File: src/rtl/iob_uart_ctrl.sv
// IOb bus master that initialises a UART slave, then moves bytes between local streams and it.
// Build option: define IOB_UART_CTRL_RX_EN for the receive path; otherwise the block is transmit-only.

module iob_uart_ctrl #(
  parameter int DATA_W         = 32,
  parameter int ADDR_W         = 4,
  parameter int DIV_INIT       = 868,
  parameter int SOFTRESET_ADDR = 0,
  parameter int DIV_ADDR       = 1,
  parameter int TXDATA_ADDR    = 2,
  parameter int TXEN_ADDR      = 3,
  parameter int RXEN_ADDR      = 4,
  parameter int TXREADY_ADDR   = 5,
  parameter int RXREADY_ADDR   = 6,
  parameter int RXDATA_ADDR    = 7
) (
  input  logic                clk,
  input  logic                rst,
  output logic                m_valid,
  output logic [ADDR_W-1:0]   m_address,
  output logic [DATA_W-1:0]   m_wdata,
  output logic [DATA_W/8-1:0] m_wstrb,
  input  logic [DATA_W-1:0]   m_rdata,
  input  logic                m_ready,
  input  logic                tx_valid,
  input  logic [7:0]          tx_data,
  output logic                tx_ready,
  output logic                rx_valid,
  output logic [7:0]          rx_data,
  input  logic                rx_ready,
  output logic                init_done
);

`ifdef IOB_UART_CTRL_RX_EN
  localparam logic RX_EN = 1'b1;
  typedef enum logic [3:0] {
    S_INIT0, S_INIT1, S_INIT2, S_INIT3, S_INIT4,
    S_IDLE, S_TX_POLL, S_TX_WRITE, S_RX_POLL, S_RX_READ
  } state_t;
`else
  localparam logic RX_EN = 1'b0;
  typedef enum logic [3:0] {
    S_INIT0, S_INIT1, S_INIT2, S_INIT3, S_INIT4,
    S_IDLE, S_TX_POLL, S_TX_WRITE
  } state_t;
`endif

  state_t              state_q, state_d;
  logic                m_valid_q, m_valid_d;
  logic [ADDR_W-1:0]   m_address_q, m_address_d;
  logic [DATA_W-1:0]   m_wdata_q, m_wdata_d;
  logic [DATA_W/8-1:0] m_wstrb_q, m_wstrb_d;
  logic                tx_full_q, tx_full_d;
  logic [7:0]          tx_byte_q, tx_byte_d;
  logic                init_done_q, init_done_d;

  logic                bus_done, tx_accept, tx_pending;
  logic                req_en, req_we;
  logic [ADDR_W-1:0]   req_addr;
  logic [DATA_W-1:0]   req_wdata;
  logic                unused_ok;

`ifdef IOB_UART_CTRL_RX_EN
  logic                rx_valid_q, rx_valid_d;
  logic [7:0]          rx_data_q, rx_data_d;
  logic                last_tx_q, last_tx_d;
  logic                rx_elig;

  assign rx_elig   = ~rx_valid_q;
  assign rx_valid  = rx_valid_q;
  assign rx_data   = rx_data_q;
  assign unused_ok = ^m_rdata[DATA_W-1:8];
`else
  assign rx_valid  = 1'b0;
  assign rx_data   = 8'h00;
  assign unused_ok = ^{rx_ready, m_rdata[DATA_W-1:1]};
`endif

  assign m_valid   = m_valid_q;
  assign m_address = m_address_q;
  assign m_wdata   = m_wdata_q;
  assign m_wstrb   = m_wstrb_q;
  assign init_done = init_done_q;

  assign bus_done   = m_valid_q & m_ready;
  assign tx_ready   = init_done_q & ~tx_full_q;
  assign tx_accept  = tx_valid & tx_ready;
  // A byte landing this cycle already counts, so TX wins the first grant after init.
  assign tx_pending = tx_full_q | tx_accept;

  always_comb begin
    state_d     = state_q;
    m_valid_d   = m_valid_q;
    m_address_d = m_address_q;
    m_wdata_d   = m_wdata_q;
    m_wstrb_d   = m_wstrb_q;
    tx_full_d   = tx_full_q;
    tx_byte_d   = tx_byte_q;
    init_done_d = init_done_q;
`ifdef IOB_UART_CTRL_RX_EN
    rx_valid_d  = rx_valid_q;
    rx_data_d   = rx_data_q;
    last_tx_d   = last_tx_q;
`endif
    req_en      = 1'b0;
    req_we      = 1'b0;
    req_addr    = '0;
    req_wdata   = '0;

    if (tx_accept) begin
      tx_full_d = 1'b1;
      tx_byte_d = tx_data;
    end
`ifdef IOB_UART_CTRL_RX_EN
    if (rx_valid_q && rx_ready) rx_valid_d = 1'b0;
`endif

    case (state_q)
      S_INIT0: begin
        req_en = 1'b1; req_we = 1'b1;
        req_addr = ADDR_W'(SOFTRESET_ADDR); req_wdata = DATA_W'(1);
        if (bus_done) state_d = S_INIT1;
      end
      S_INIT1: begin
        req_en = 1'b1; req_we = 1'b1;
        req_addr = ADDR_W'(SOFTRESET_ADDR); req_wdata = '0;
        if (bus_done) state_d = S_INIT2;
      end
      S_INIT2: begin
        req_en = 1'b1; req_we = 1'b1;
        req_addr = ADDR_W'(DIV_ADDR); req_wdata = DATA_W'(DIV_INIT);
        if (bus_done) state_d = S_INIT3;
      end
      S_INIT3: begin
        req_en = 1'b1; req_we = 1'b1;
        req_addr = ADDR_W'(TXEN_ADDR); req_wdata = DATA_W'(1);
        if (bus_done) state_d = S_INIT4;
      end
      S_INIT4: begin
        req_en = 1'b1; req_we = 1'b1;
        req_addr = ADDR_W'(RXEN_ADDR); req_wdata = DATA_W'(RX_EN);
        if (bus_done) begin
          state_d     = S_IDLE;
          init_done_d = 1'b1;
        end
      end
      S_IDLE: begin
`ifdef IOB_UART_CTRL_RX_EN
        if (tx_pending && (!rx_elig || !last_tx_q)) begin
          state_d   = S_TX_POLL;
          last_tx_d = 1'b1;
        end else if (rx_elig) begin
          state_d   = S_RX_POLL;
          last_tx_d = 1'b0;
        end
`else
        if (tx_pending) state_d = S_TX_POLL;
`endif
      end
      S_TX_POLL: begin
        req_en = 1'b1;
        req_addr = ADDR_W'(TXREADY_ADDR);
        if (bus_done) state_d = m_rdata[0] ? S_TX_WRITE : S_IDLE;
      end
      S_TX_WRITE: begin
        req_en = 1'b1; req_we = 1'b1;
        req_addr = ADDR_W'(TXDATA_ADDR); req_wdata = DATA_W'(tx_byte_q);
        if (bus_done) begin
          tx_full_d = 1'b0;
          state_d   = S_IDLE;
        end
      end
`ifdef IOB_UART_CTRL_RX_EN
      S_RX_POLL: begin
        req_en = 1'b1;
        req_addr = ADDR_W'(RXREADY_ADDR);
        if (bus_done) state_d = m_rdata[0] ? S_RX_READ : S_IDLE;
      end
      S_RX_READ: begin
        req_en = 1'b1;
        req_addr = ADDR_W'(RXDATA_ADDR);
        if (bus_done) begin
          rx_data_d  = m_rdata[7:0];
          rx_valid_d = 1'b1;
          state_d    = S_IDLE;
        end
      end
`endif
      default: state_d = S_INIT0;
    endcase

    // Issue only from an idle bus; the cycle after m_ready is always idle.
    if (req_en && !m_valid_q) begin
      m_valid_d   = 1'b1;
      m_address_d = req_addr;
      m_wdata_d   = req_wdata;
      m_wstrb_d   = req_we ? '1 : '0;
    end
    if (bus_done) m_valid_d = 1'b0;
  end

  always_ff @(posedge clk) begin
    if (rst) begin
      state_q     <= S_INIT0;
      m_valid_q   <= 1'b0;
      m_address_q <= '0;
      m_wdata_q   <= '0;
      m_wstrb_q   <= '0;
      tx_full_q   <= 1'b0;
      tx_byte_q   <= '0;
      init_done_q <= 1'b0;
`ifdef IOB_UART_CTRL_RX_EN
      rx_valid_q  <= 1'b0;
      rx_data_q   <= '0;
      last_tx_q   <= 1'b0;
`endif
    end else begin
      state_q     <= state_d;
      m_valid_q   <= m_valid_d;
      m_address_q <= m_address_d;
      m_wdata_q   <= m_wdata_d;
      m_wstrb_q   <= m_wstrb_d;
      tx_full_q   <= tx_full_d;
      tx_byte_q   <= tx_byte_d;
      init_done_q <= init_done_d;
`ifdef IOB_UART_CTRL_RX_EN
      rx_valid_q  <= rx_valid_d;
      rx_data_q   <= rx_data_d;
      last_tx_q   <= last_tx_d;
`endif
    end
  end

endmodule

File: config.mk
export PLATFORM = sky130hd
export DESIGN_NAME = iob_uart_ctrl
export DESIGN_NICKNAME = d
export VERILOG_FILES = /design/src/rtl/iob_uart_ctrl.sv
export SDC_FILE = /design/constraint.sdc
export NUM_CORES = 1
export LEC_CHECK = 0
export CAP_MARGIN = 20
export CORE_ASPECT_RATIO = 1.1
export CORE_MARGIN = 2
export CORE_UTILIZATION = 38
export CTS_CLUSTER_DIAMETER = 150
export DETAILED_ROUTE_END_ITERATION = 16
export PLACE_DENSITY = 0.85
export REMOVE_ABC_BUFFERS = 1
export SYNTH_ARGS = -nofsm -noshare
export SYNTH_HDL_FRONTEND = slang
export SYNTH_SLANG_ARGS = --single-unit
export TNS_END_PERCENT = 1
File: constraint.sdc
create_clock -name clk -period 2.6 [get_ports clk]
set_input_delay 0.52 -clock clk [delete_from_list [all_inputs] [get_ports clk]]
set_output_delay 0.52 -clock clk [all_outputs]
set_load 0.005 [all_outputs]
## Yosys cells after proc, flatten, opt, wreduce, memory -nomap -nowiden

Cells that the tools add are included.

- Flip-flop bits (word level): 55
- Bits of input ports: 45
- Output and inout port bits: 52
- Word-level logic and storage cells: 54

- Eq/ne operators: 14
- Muxes and demuxes: 17
- Bitwise logic cells: 5
- Reduce and logical (&&, ||, !) cells: 10

Operators by type and width:

| cell | number |
|---|---|
| two-way mux 4 bit | 8 |
| one-hot mux 10 bit (3 select lines) | 1 |
| one-hot mux 4 bit (7 select lines) | 1 |
| equality test 4 x 3 -> 1 bit (second input constant) | 4 |
| one-hot mux 3 bit (5 select lines) | 1 |
| inequality test 2 bit (second input constant) | 6 |
| equality test 4 x 2 -> 1 bit (second input constant) | 2 |
| AND reduction 7 bit | 1 |
| OR reduction 7 bit | 1 |
| OR reduction 2 bit | 3 |
| OR reduction 6 bit | 1 |
| two-way mux 1 bit | 5 |
| equality test 4 x 1 -> 1 bit (second input constant) | 1 |
| zero test 4 bit | 1 |
| AND 1 bit | 3 |
| two-way mux 2 bit | 1 |
| inequality test 2 x 1 -> 1 bit (second input constant) | 1 |
| AND reduction 2 bit | 1 |
| logical AND 1 bit | 1 |
| zero test 1 bit | 1 |
| NOT 1 bit | 1 |
| OR 1 bit | 1 |

## Logic depth before layout (Yosys ltp)

- Depth in word-level cells: 6
- Gate-level depth with buffers: 4
- Depth with buffers taken out: 3

## Worst setup path before layout

Ideal clock, no wire load.

- Path kind: in2reg
- Start: input tx_valid
- End: register tx_byte_q[0]
- Library setup time: 0.128 ns
- Arrival: 1.026 ns
- Required time: 2.472 ns
- Slack: 1.446 ns
- Stages on the path: 4
- Path buffers: 1
- Cell sequence: nand3b_1 -> buf_2 -> mux2i_1 -> nor2_1

- Cells in the longest elaborated chain, start to end: 1

Ends and longest elaborated chain:

| item | RTL line | text |
|---|---|---|
| start: declaration | 25 | `input logic tx_valid,` |
| AND 1 bit | 87 | `assign tx_accept = tx_valid & tx_ready;` |
| end signal: assignment | 224 | `tx_byte_q <= tx_byte_d;` |
| end: declaration | 54 | `logic [7:0] tx_byte_q, tx_byte_d;` |

No other way between the ends.
A chain may end at the register's enable or synchronous reset.

## Final worst setup path

- Start: register init_done_q (netlist: init_done)
- End: output tx_ready

- Cells in the longest elaborated chain, start to end: 1

Ends and longest elaborated chain:

| item | RTL line | text |
|---|---|---|
| start: declaration | 55 | `logic init_done_q, init_done_d;` |
| start signal: assignment | 225 | `init_done_q <= init_done_d;` |
| AND 1 bit | 86 | `assign tx_ready = init_done_q & ~tx_full_q;` |
| end: declaration | 27 | `output logic tx_ready,` |

No other way between the ends.

==> metrics.txt <==
vias in the first global route 935; Via-to-Cell Ratio 4.66; die width 62.5 µm; Tmin final between 1500 and 2000 ps; detailed placer's ending HPWL approximately 2000 µm; largest net degree at the start of global routing 19; I/O pins 97; CTS Hold Buffers Added 0; gr ovfl total 0; dpl ws 651 ps; Max Freq 0.550 GHz; CTS clk-pin slew, worst paths 80 ps; Final period util 70.0%; PD cells 444 nW/µm²; Mean Syn Cell Area 8.63 µm²; synth warn 0; root buf cell clkbuf_8; setup slack, reg-to-reg approximately 1100 ps; die height just under 70 µm; dpl cell area ~1600 µm²; synthesized flop and latch total 27; Syn Inst Count approximately 170; ANT nets after route 0; # rows 23; Max FO, Critical Path 5; Num CTS Buffers 3; Clock Tree Buf Depth 2; status completed; setup violators final 0; largest family of logic cells by synthesized area buffers and inverters; IO buf count 32; r2r endpoint m_wstrb[2]; clock sinks 27; Slew headroom 57.2%; Worst Setup End Kind output pin; RSZ-0062 raised after global routing false; hold wc startpoint m_wdata[5]; Slew @ Worst Pin 640 ps; GRT Resource Usage Total 12.4%; Post-CTS Setup Bufs 0; vias 1119; setup TNS 0 ps; setup ws final 781 ps; initial antenna violation count 0; CP required 2080 ps; Synth Area in Simple Gates 16.2%; R2R cell count 3; final setup skew around 1.9 ps; Worst-Skew Late Latency 260 ps; post-synthesis sequential area ratio a little under two fifths; Post-Synth XOR/XNOR Area 0%; synthesis-to-finish area growth 16.7%; final design area excluding fillers about 1700 µm²; Synth top area share 37.7%; H-Tree Depth 1; Hold Path Depth 2; post-synthesis cell type count 35; first-pass GRT wire length 4220 µm; # diodes 0; WHS Endpoint m_wdata[5]; Max Cap Viol 0; Synth Area in Adders 0%; total length of routed wires 2710 µm; post-synth top area cell dfxtp_1; Final #Nets between 200 and 250; ranking of synthesized cells by area dfxtp_1 38%, buf_4 20%, a21oi_1 5.6%; area fraction in compound gates after synthesis 17.4%; GPL Wtd Cong a little over 0.8; Hold Fails Final Rpt 0; core area between 3000 and 4000 µm²; Starting Density between 30% and 40%; layout cells sized above 1 5.26%; Hold Crit Class reg -> reg; Fin Hold WS 482 ps; synthesized area about 1400 µm²; placed insts 236; drt first-iter violations 56; r2r startpoint state_q[2]; Post-Layout Cell Count 240; Die ar. 4280 µm²; Lkg Pwr roughly 0.69 nW; CTS resizes 0; WS Path Type reg -> out; fin. max-slew vios 0; crit path DAT 1300 ps; post-synthesis mux area share 5.59%; drt wl/cell 11.3 µm; drt drc 0; critical path launch point type register; DRT Pass-1 Iters 4; CTS tree yes; peak supply drop around 0.00022 V
-- cell usage in the layout, fill, tap and decap left out, types with 4 or more instances in the layout --
cell	instances
dfxtp_1	27
clkdlybuf4s50_1	32
and2_1	4
mux2i_1	8
nor2_1	13
nand4_1	4
a21oi_1	16
o21ai_1	10
nand2_1	5
conb_1	32
-- per-stage QoR --
| step | util (%) | total power [mW] |
|---|---|---|
| detailed placement | 44.9 | 0.523 |
| global placement | 44.9 | 0.521 |
| floorplan | - | 0.471 |
| CTS | 46.1 | 0.749 |
| finish | 46.1 | 0.742 |
| global route | 46.1 | 0.772 |
-- per-layer routing --
layer / global-route usage, % / vias to the layer above / share of wire (%)
met3: 1.81 / 4 / 6.1
met1: 15.3 / 518 / 42
met5: 0 / - / 0
met4: 5.83 / 0 / 0.85
met2: 21.8 / 51 / 50
li1: - / 546 / -
-- sequential cells by signal, summed over array words and instances, names as in the netlist --
name / count
state_q: 3
m_wstrb: 1
m_address: 3
m_valid: 1
m_wdata: 9
init_done: 1
tx_full_q: 1
tx_byte_q: 8
-- cell usage after synthesis --
library cell / count
buf_1: 2
a211oi_1: 1
nor2b_1: 2
inv_1: 1
buf_4: 39
nand4_1: 4
and2b_1: 1
o32ai_2: 2
and3b_1: 1
nand3b_1: 1
o21a_1: 1
o21ai_1: 10
nor3b_1: 1
nand2_1: 5
a311oi_1: 1
o21ai_0: 3
nand2_2: 1
inv_2: 1
a31oi_1: 2
and2_1: 4
and3_1: 3
o31a_1: 1
or2b_1: 1
buf_2: 4
nand3_1: 2
a21bo_1: 1
mux2i_1: 8
nand2b_1: 3
a21o_1: 1
a21oi_1: 16
dfxtp_1: 27
o221ai_1: 1
nor2b_2: 1
conb_1: 1
nor2_1: 13
-- how the worst max path moves through the flow --
stage,start,end
after global placement,tx_valid,tx_byte_q[5]
after detailed placement,tx_valid,tx_byte_q[2]
after global routing,init_done,tx_ready
after floorplan,state_q[2],m_wstrb[2]
final,init_done,tx_ready
after CTS,init_done,tx_ready
-- power by group --
| group | leakage (nW) | total, mW | internal (mW) | switching [mW] |
|---|---|---|---|---|
| logic | 0.449 | 0.0863 | 0.0430 | 0.0433 |
| clock network | 0.0228 | 0.228 | 0.109 | 0.119 |
| registers | 0.219 | 0.428 | 0.420 | 0.00848 |
| total | 0.691 | 0.742 | 0.572 | 0.170 |
-- cell families after synthesis --
family	count (synthesis)
DFF	27
AOI/OAI and AO/OA	40
and+or+nand+nor	43
other	1
buffers and inverters	47
muxes	8
-- final cells by class --
class / count / area (µm²)
Tap cell: 50 / 62.6
Multi-Input combinational cell: 123 / 681
Inverter: 2 / 7.51
Sequential cell: 27 / 541
Timing Repair Buffer: 34 / 335
Clock buffer: 4 / 45.0
Fill cell: 355 / 1950
-- worst max-delay path, cell delays in order (launching register included) --
cell	delay (ps)
dfxtp_1	390
nor2b_1	140
clkdlybuf4s50_1	500
No activity file was read; power rests on OpenSTA's default activity.
